### config.mk
export PLATFORM = sky130hd
export DESIGN_NAME = election_controller
export DESIGN_NICKNAME = d
export VERILOG_FILES = /design/src/rtl/election_pkg.sv /design/src/rtl/election_controller_rr_arbiter.sv /design/src/rtl/election_controller.sv
export SDC_FILE = /design/constraint.sdc
export NUM_CORES = 1
export LEC_CHECK = 0
export CORE_MARGIN = 2
export CORE_UTILIZATION = 40
export CTS_CLUSTER_DIAMETER = 100
export DETAILED_ROUTE_END_ITERATION = 8
export GPL_ROUTABILITY_DRIVEN = 0
export PLACE_DENSITY_LB_ADDON = 0.12
export SKIP_LAST_GASP = 1
export SYNTH_ARGS = -nofsm -noshare
export SYNTH_HDL_FRONTEND = slang
export SYNTH_SLANG_ARGS = --single-unit
### constraint.sdc
create_clock -name clk -period 8.2 [get_ports clk]
set_clock_uncertainty 0.05 [all_clocks]
set_input_delay 1.23 -clock clk [delete_from_list [all_inputs] [get_ports clk]]
set_output_delay 1.23 -clock clk [all_outputs]
set_load 0.02 [all_outputs]
### src/rtl/election_pkg.sv
// Shared types, default sizes and helpers for the election controller slice.
package election_pkg;

   typedef enum logic [1:0] {
      IDLE  = 2'd0,
      OPEN  = 2'd1,
      TALLY = 2'd2,
      DONE  = 2'd3
   } poll_state_t;

   localparam int unsigned DEF_NUM_BOOTHS = 4;
   localparam int unsigned DEF_NUM_CAND   = 3;
   localparam int unsigned DEF_CNT_W      = 4;

   // Increment that sticks at the all-ones value of a width-bit counter.
   function automatic logic [31:0] sat_inc(input logic [31:0] value, input int unsigned width);
      logic [31:0] max_val;
      max_val = (width >= 32) ? 32'hFFFF_FFFF : ((32'd1 << width) - 32'd1);
      return (value >= max_val) ? max_val : value + 32'd1;
   endfunction

endpackage

### src/rtl/election_controller_rr_arbiter.sv
// Round-robin arbiter: first eligible requester at or after the pointer wins.
module rr_arbiter
   import election_pkg::*;
#(
   parameter int unsigned N = DEF_NUM_BOOTHS
) (
   input  logic                 clk,
   input  logic                 rst,
   input  logic [N-1:0]         eligible,
   input  logic                 advance,
   output logic [N-1:0]         grant_c,
   output logic [$clog2(N)-1:0] grant_idx_c
);

   localparam int unsigned IDX_W = $clog2(N);

   logic [IDX_W-1:0] ptr;
   logic [IDX_W-1:0] idx;
   logic             found;

   // Rotating priority search starting at the pointer.
   always_comb begin
      grant_c     = '0;
      grant_idx_c = '0;
      found       = 1'b0;
      idx         = '0;
      for (int unsigned k = 0; k < N; k++) begin
         idx = IDX_W'((32'(ptr) + k) % N);
         if (!found && eligible[idx]) begin
            found        = 1'b1;
            grant_c[idx] = 1'b1;
            grant_idx_c  = idx;
         end
      end
   end

   // Pointer moves just past the last winner.
   always_ff @(posedge clk) begin
      if (rst) begin
         ptr <= '0;
      end else if (advance) begin
         ptr <= (grant_idx_c == IDX_W'(N - 1)) ? '0 : grant_idx_c + 1'b1;
      end
   end

endmodule

### src/rtl/election_controller.sv
// Poll session FSM, booth vote arbitration, saturating tallies and winner scan.
module election_controller
   import election_pkg::*;
#(
   parameter int unsigned NUM_BOOTHS = DEF_NUM_BOOTHS,
   parameter int unsigned NUM_CAND   = DEF_NUM_CAND,
   parameter int unsigned CNT_W      = DEF_CNT_W,
   parameter int unsigned CAND_W     = $clog2(NUM_CAND)
) (
   input  logic                         clk,
   input  logic                         rst,
   input  logic                         open_poll,
   input  logic                         close_poll,
   input  logic [NUM_BOOTHS-1:0]        booth_req,
   input  logic [NUM_BOOTHS*CAND_W-1:0] booth_cand,
   output logic [NUM_BOOTHS-1:0]        booth_ack,
   output logic [NUM_BOOTHS-1:0]        booth_rej,
   output logic [1:0]                   poll_state,
   output logic [NUM_CAND*CNT_W-1:0]    counts,
   output logic                         sat_flag,
   output logic [CAND_W-1:0]            winner,
   output logic                         tie,
   output logic                         result_valid
);

   localparam int unsigned BIDX_W = $clog2(NUM_BOOTHS);

   localparam logic [1:0] ST_IDLE  = 2'(IDLE);
   localparam logic [1:0] ST_OPEN  = 2'(OPEN);
   localparam logic [1:0] ST_TALLY = 2'(TALLY);
   localparam logic [1:0] ST_DONE  = 2'(DONE);

   logic [1:0]            state, state_nxt;
   logic [CAND_W-1:0]     scan_idx;
   logic [CNT_W-1:0]      cnt [NUM_CAND];
   logic [CNT_W-1:0]      max_cnt;

   logic                  arb_en_c;
   logic [NUM_BOOTHS-1:0] eligible_c;
   logic [NUM_BOOTHS-1:0] grant_c;
   logic [BIDX_W-1:0]     grant_idx_c;
   logic [CAND_W-1:0]     grant_cand_c;
   logic                  grant_any_c;
   logic                  cand_ok_c;
   logic                  open_go_c;
   logic                  close_go_c;

   // Vote qualification; a booth acked/refused this cycle cannot win again.
   always_comb begin
      arb_en_c     = (state == ST_OPEN) && !close_poll;
      eligible_c   = arb_en_c ? (booth_req & ~booth_ack & ~booth_rej) : '0;
      grant_any_c  = |grant_c;
      grant_cand_c = booth_cand[32'(grant_idx_c) * CAND_W +: CAND_W];
      cand_ok_c    = 32'(grant_cand_c) < NUM_CAND;
      open_go_c    = ((state == ST_IDLE) || (state == ST_DONE)) && open_poll;
      close_go_c   = (state == ST_OPEN) && close_poll;
   end

   rr_arbiter #(.N(NUM_BOOTHS)) u_arb (
      .clk         (clk),
      .rst         (rst),
      .eligible    (eligible_c),
      .advance     (grant_any_c),
      .grant_c     (grant_c),
      .grant_idx_c (grant_idx_c)
   );

   // Poll state register.
   always_ff @(posedge clk) begin
      if (rst) state <= ST_IDLE;
      else     state <= state_nxt;
   end

   // Poll phase sequencing; tally lasts exactly one cycle per candidate.
   always_comb begin
      state_nxt = state;
      case (state)
         ST_IDLE:  if (open_poll)  state_nxt = ST_OPEN;
         ST_OPEN:  if (close_poll) state_nxt = ST_TALLY;
         ST_TALLY: if (scan_idx == CAND_W'(NUM_CAND - 1)) state_nxt = ST_DONE;
         ST_DONE:  if (open_poll)  state_nxt = ST_OPEN;
         default:  state_nxt = ST_IDLE;
      endcase
   end

   assign poll_state = state;

   // Result valid tracks DONE, registered off the next state.
   always_ff @(posedge clk) begin
      if (rst) result_valid <= 1'b0;
      else     result_valid <= (state_nxt == ST_DONE);
   end

   // Booth handshake pulses for the vote granted this cycle.
   always_ff @(posedge clk) begin
      if (rst) begin
         booth_ack <= '0;
         booth_rej <= '0;
      end else begin
         booth_ack <= (grant_any_c && cand_ok_c)  ? grant_c : '0;
         booth_rej <= (grant_any_c && !cand_ok_c) ? grant_c : '0;
      end
   end

   // Saturating tallies, cleared when a new poll opens.
   always_ff @(posedge clk) begin
      if (rst || open_go_c) begin
         for (int unsigned c = 0; c < NUM_CAND; c++) cnt[c] <= '0;
         sat_flag <= 1'b0;
      end else if (grant_any_c && cand_ok_c) begin
         cnt[grant_cand_c] <= CNT_W'(sat_inc(32'(cnt[grant_cand_c]), CNT_W));
         if (cnt[grant_cand_c] == '1) sat_flag <= 1'b1;
      end
   end

   // Winner scan: strict greater replaces, equal marks a tie.
   always_ff @(posedge clk) begin
      if (rst || close_go_c) begin
         scan_idx <= '0;
         max_cnt  <= '0;
         winner   <= '0;
         tie      <= 1'b0;
      end else if (state == ST_TALLY) begin
         scan_idx <= scan_idx + 1'b1;
         if (cnt[scan_idx] > max_cnt) begin
            max_cnt <= cnt[scan_idx];
            winner  <= scan_idx;
            tie     <= 1'b0;
         end else if (cnt[scan_idx] == max_cnt) begin
            tie <= 1'b1;
         end
      end else if (open_go_c) begin
         winner <= '0;
         tie    <= 1'b0;
      end
   end

   // Flatten the tally array onto the counts bus.
   for (genvar c = 0; c < NUM_CAND; c++) begin : g_counts
      assign counts[c*CNT_W +: CNT_W] = cnt[c];
   end

endmodule
==> results of run 1 <==
-- cells by family (layout without fill, tap and decap cells) --
kind of cell / Yosys count / after routing / synth area share, %
and+or+nand+nor: 103 / 103 / 21.1
AOI/OAI and AO/OA: 51 / 51 / 15.4
DFF: 41 / 41 / 35.5
muxes: 32 / 32 / 14.9
buffers and inverters: 27 / 70 / 4.53
adders and majority gates: 18 / 18 / 8.16
other: 1 / 4 / 0.136
xor gates and xnor gates: 1 / 1 / 0.317
-- layer usage --
metal	part of all wire [%]	GRT usage, %
met2	42	26.0
met3	5.5	3.70
met4	0.56	3.98
met1	52	26.3
met5	0	0
-- cells in the final DEF, fill, tap and decap left out, types with 3 or more instances in the layout --
cell | synthesis | final
a211oi_1 | 3 | 3
a21oi_1 | 11 | 11
a221o_1 | 4 | 4
and2_1 | 6 | 6
clkbuf_8 | 0 | 6
clkdlybuf4s50_1 | 0 | 42
conb_1 | 1 | 4
dfxtp_1 | 25 | 25
edfxtp_1 | 16 | 16
ha_1 | 18 | 18
inv_1 | 18 | 18
mux2_4 | 3 | 3
mux2i_1 | 20 | 20
mux2i_2 | 3 | 3
mux4_2 | 4 | 4
nand2_1 | 19 | 19
nand2b_1 | 3 | 3
nand3_1 | 6 | 6
nor2_1 | 24 | 24
nor2b_1 | 7 | 7
nor3_1 | 8 | 8
o21ai_0 | 6 | 6
o221ai_1 | 3 | 3
or3b_1 | 5 | 5
or4_1 | 3 | 3
-- metrics by stage --
step	std cells	power [mW]	instance area [µm²]	setup WS, ns
2_1_floorplan	277	0.927	2770	3.92
3_3_place_gp	392	1.12	3240	2.73
3_5_place_dp	392	1.12	3240	2.63
4_1_cts	400	1.26	3330	2.95
5_1_grt	400	1.36	3330	2.66
6_report	400	1.26	3330	2.92
-- power breakdown --
| group | leakage (nW) | switching [mW] | internal [mW] |
|---|---|---|---|
| registers | 0.373 | 0.0773 | 0.290 |
| logic | 0.865 | 0.423 | 0.329 |
| clock network | 0.0455 | 0.0694 | 0.0687 |
-- state kept, by name, summed over array words and instances (netlist names), named ones only --
register and cells:
cnt 16, booth_ack 4, booth_rej 4, max_cnt 4, poll_state 2, scan_idx 2
u_arb.ptr 2, winner 2, result_valid 1, sat_flag 1, tie 1
-- how the worst min path moves through the flow --
| stage | from | end | slack, ns | cells past startpoint |
|---|---|---|---|---|
| finish | winner[0] | winner[0] | 0.40 | 2 |
| global route | sat_flag | sat_flag | 0.46 | 2 |
| detailed placement | sat_flag | sat_flag | 0.40 | 2 |
| CTS | winner[0] | winner[0] | 0.41 | 2 |
| floorplan | scan_idx[1] | winner[1] | 0.40 | 2 |
| global placement | winner[0] | winner[0] | 0.39 | 2 |
-- critical path: cells and delay by family --
kind            cells  cell delay [ns]
compound gates      5             1.21
mux                 3             1.21
simple gates        2             0.73
buf+inv             2             0.60
fa+ha+maj           1             0.26
-- cell type report --
cell class	instances	share of cell area (%)
multi-input cells	209	50.0
flip-flops and latches	41	29.4
repair buffers	42	12.6
well taps	80	3.00
clock buffers	8	2.70
inverters	20	2.25
==> impl_metrics.yaml, run 1 <==
run_status:
  outcome: "finished, final reports clean"
timing:
  maxClockFrequency_mhz: 189
  worstMarginPinSlew_ns: 0.870
  slew_violations: 0
  final_hold_viol_count: 0
  setup_tns_ns: 0
  hold_ws_ns: 0.403
  period_minus_slack_ns: 5.28
  finalSetupViolations: 0
  relSlewSlack_pct: 40.9
  rsz0062_at_grt: "false"
  period_share_pct: 64.4
synth:
  ys.flop_type: "dfxtp_1"
  synth_cell_types: 65
  yosysTopAreaCellShare_pct: 18.1
  async_flop_share_pct: 0
  syn-instance-count: 274
  synth_area_per_cell_um2: 10.1
  synth-seq-cells: 41
  netlist_area_um2: 2760
  yosysSeqAreaShare_pct: 35.5
  synth_edf_count: 16
  synth_commonest_cells: "dfxtp_1 (25), nor2_1 (24), mux2i_1 (20), nand2_1 (19)"
  yosysMostFrequentCell: "dfxtp_1"
  ys.warnings.count: 0
  ys_top_cells_by_area: "dfxtp_1 (18%), edfxtp_1 (17%), ha_1 (8.2%)"
  synth_top_area_cell: "dfxtp_1"
setup_path:
  slowest_stage: "mux2i_2"
  critPathLaunch: "close_poll"
  worstPathRequired_ns: 8.19
  cp-end-kind: "register"
  reg2reg_depth: 14
  path_class: "input pin to register"
  regToRegStartpoint: "u_arb.ptr[0]"
  r2r_end: "cnt[2][3]"
  critPathCapture: "cnt[2][3]"
  crit_path_max_fanout: 11
  start_kind: "input pin"
  crit_path_max_incr_delay_ns: 0.77
  arrival_ns: 5.27
  r2r_setup_slack_ns: 2.94
  path_cells: "clkdlybuf4s50_1 > or3b_1 > o221ai_1 > and2_4 > o21bai_2 > a21oi_4 > mux2i_2 > mux2i_1 > mux2_4 > inv_2 > ha_1 > o2111ai_2 > a21oi_1"
run:
  cap_violations: 0
place:
  numPortBuffers: 42
  post-dp-hpwl_um: 4920
floorplan:
  io_pins: 43
  rows: 30
  initial_utilization_pct: 41.1
  die_w_um: 87.1
  core_um2: 6720
  die-area_um2: 7580
  die_h_um: 87.1
clock_network:
  cts_hold_buf: 0
  cts_setup_buffers: 0
  clk_pin_slew_ns: 0.07
  cts_tree: "yes"
  clock_path_buffers: 2
  cts_resized: 0
  cts_sinks: 41
  htree_levels: 2
  worstSkewPairLatency_ns: 0.29
  cts_root_buf: "clkbuf_8"
  cts_buffers: 5
grt:
  grtUsageTotal_pct: 17.6
  grt_max_degree: 15
  grt_first_pass_wirelength_um: 10400
  antenna_found_initial: 0
  grt_overflow: 0
  first_global_vias: 2040
power_and_ir_drop:
  leakagePower_nw: 1.28
  power_density_nw_per_um2: 377
  ir_worst_vdd_v: 0.000222
detailed_routing:
  vias_per_cell: 5.52
  postRouteAntennaNets: 0
  wl_per_cell_um: 16.1
  dr.pass1.iters: 4
  routed_wl_um: 6430
  drc_errors: 0
  drtIter0Drc: 136
  routed-via-count: 2209
worst_hold_path:
  worstHoldPathType: "register to register"
final_layout:
  fin_util_pct: 49.6
  regArea_um2: 981
  n_fill_cell: 637
  drive_gt1_share_pct: 10.9
  antennaDiodeCount: 0
  fin_nets: 353
  area_growth_pct: 20.7
  multi_input_area_um2: 1670
No activity file was read; power rests on OpenSTA's default activity.
==> run 2, diff against run 1 <==
Clock period 8.2 ns to 5.3 ns, I/O delays scaled along.
==> run 2 against run 1 <==
Power is 54% higher. Clock-buffer cell count is 2 lower. Via count is 1.6% higher. Largest power group unchanged. Register-to-register slack worse by 2.3 ns. Non-clock buffer count is 4 higher. Final area is 0.53% higher. Routed wire length is 1.6% lower.
==> impl_metrics.yaml, run 2 (same netlist as run 1, synthesis figures left out) <==
floorplan:
  die_h_um: 87.1
  die-area_um2: 7580
  die_w_um: 87.1
  initial_utilization_pct: 41.1
  core_um2: 6720
  rows: 30
  io_pins: 43
worst_hold_path:
  worstHoldPathType: "register to register"
  min_path_cells: 2
  hold_start: "winner[0]"
  hold_path_end: "winner[0]"
setup_path:
  path_class: "input pin to register"
  r2r_setup_slack_ns: 0.67
  slowest_stage: "mux2i_2"
  arrival_ns: 4.62
  path_cells: "clkdlybuf4s50_1 > or3b_1 > o221ai_1 > and2_4 > o21bai_2 > a21oi_4 > mux2i_2 > mux2i_1 > mux2_4 > inv_2 > ha_1 > o2111ai_2 > a21oi_1"
  start_kind: "input pin"
  worstPathRequired_ns: 5.28
  reg2reg_depth: 14
  crit_path_max_incr_delay_ns: 0.58
  r2r_end: "cnt[2][3]"
  regToRegStartpoint: "u_arb.ptr[1]"
  crit_path_max_fanout: 8
  cp-end-kind: "register"
place:
  pre_cts_ws_ns: 0.432
  numPortBuffers: 42
  place_inst: 396
  post-dp-hpwl_um: 4940
  dpl_cell_area_um2: 3270
final_layout:
  regArea_um2: 981
  largest-register: "cnt"
  fin_area_um2: 3350
  multi_input_area_um2: 1670
  antennaDiodeCount: 0
  area_growth_pct: 21.3
  fin_util_pct: 49.9
  fin_nets: 357
  fin_cells: 403
  n_fill_cell: 633
  final_cell_mix: "clkdlybuf4s50_1 (42), dfxtp_1 (25), nor2_1 (24), mux2i_1 (20), nand2_1 (19)"
  final_common_cell: "clkdlybuf4s50_1"
  largest_reg_flops: 16
  drive_gt1_share_pct: 12.1
detailed_routing:
  vias_per_cell: 5.57
  dr.pass1.iters: 4
  wl_per_cell_um: 15.7
  routed-via-count: 2244
  drc_errors: 0
  drtIter0Drc: 116
  postRouteAntennaNets: 0
  routed_wl_um: 6320
clock_network:
  clk_pin_slew_ns: 0.08
  htree_levels: 2
  clock_path_buffers: 2
  cts_hold_buf: 0
  cts_tree: "yes"
  cts_sinks: 41
  cts_setup_buffers: 0
  cts_resized: 0
  cts_root_buf: "clkbuf_8"
  cts_buffers: 5
  worstSkewPairLatency_ns: 0.29
power_and_ir_drop:
  leakagePower_nw: 1.30
  power_density_nw_per_um2: 579
  seq_power_share_pct: 28.4
  power.share.clock_pct: 9.9
  p_sw_mw: 0.876
  power.total_mw: 1.94
  swShare_pct: 45.2
  comb_power_share_pct: 61.7
  p_int_mw: 1.06
  ir_worst_vdd_v: 0.000289
timing:
  relSlewSlack_pct: 54.9
  maxClockFrequency_mhz: 216
  period_share_pct: 87.4
  setup_tns_ns: 0
  worstMarginPinSlew_ns: 0.675
  finalSetupViolations: 0
  final_hold_viol_count: 0
  period_minus_slack_ns: 4.63
  rsz0062_at_grt: "false"
  hold_ws_ns: 0.408
  slew_violations: 0
  setup_ws_ns: 0.668
grt:
  antenna_found_initial: 0
  grtUsageTotal_pct: 17.9
  first_global_vias: 2048
  grt_max_degree: 14
  grt_overflow: 0
  grt_first_pass_wirelength_um: 10600
run:
  cap_violations: 0
run_status:
  outcome: "finished, final reports clean"
run 2: how the worst max path moves through the flow:
stage | startpoint | end
finish | close_poll | cnt[2][3]
global route | u_arb.ptr[1] | cnt[2][3]
CTS | u_arb.ptr[1] | cnt[2][3]
detailed placement | close_poll | cnt[2][3]
global placement | close_poll | cnt[0][3]
floorplan | u_arb.ptr[0] | cnt[0][3]
run 2: final cells by class:
class	instances	share of cell area, %
Multi-Input combinational cell	209	49.7
Sequential cell	41	29.3
Timing Repair Buffer	46	13.4
Tap cell	80	2.99
Inverter	20	2.24
Clock buffer	6	2.17
Clock inverter	1	0.149
run 2: layer usage:
layer	global-route usage, %	up-vias	share of wire [%]
met2	26.0	67	43
met3	3.41	5	5.9
li1	-	1117	-
met4	4.69	0	0.84
met5	0	-	0
met1	27.1	1055	50
run 2: critical path: cells and delay by family:
kind	cells	cell delay, ns
AOI/OAI and AO/OA	5	1.22
adders and majority gates	1	0.26
buffers and inverters	2	0.62
muxes	3	1.01
and+or+nand+nor	2	0.72
run 2: power by group through the flow:
stage	sequential, mW	combinational (mW)	clock (mW)
5_1_grt	0.567	1.33	0.210
6_report	0.550	1.20	0.192
2_1_floorplan	0.593	0.842	0
3_3_place_gp	0.559	1.19	0
3_5_place_dp	0.559	1.19	0
4_1_cts	0.552	1.20	0.199
==> run 3, diff against run 2 <==
Settings changed: SLEW_MARGIN from default to 20.
==> results of run 3 <==
The final DEF is identical to that of run 2; final timing and power are the same.
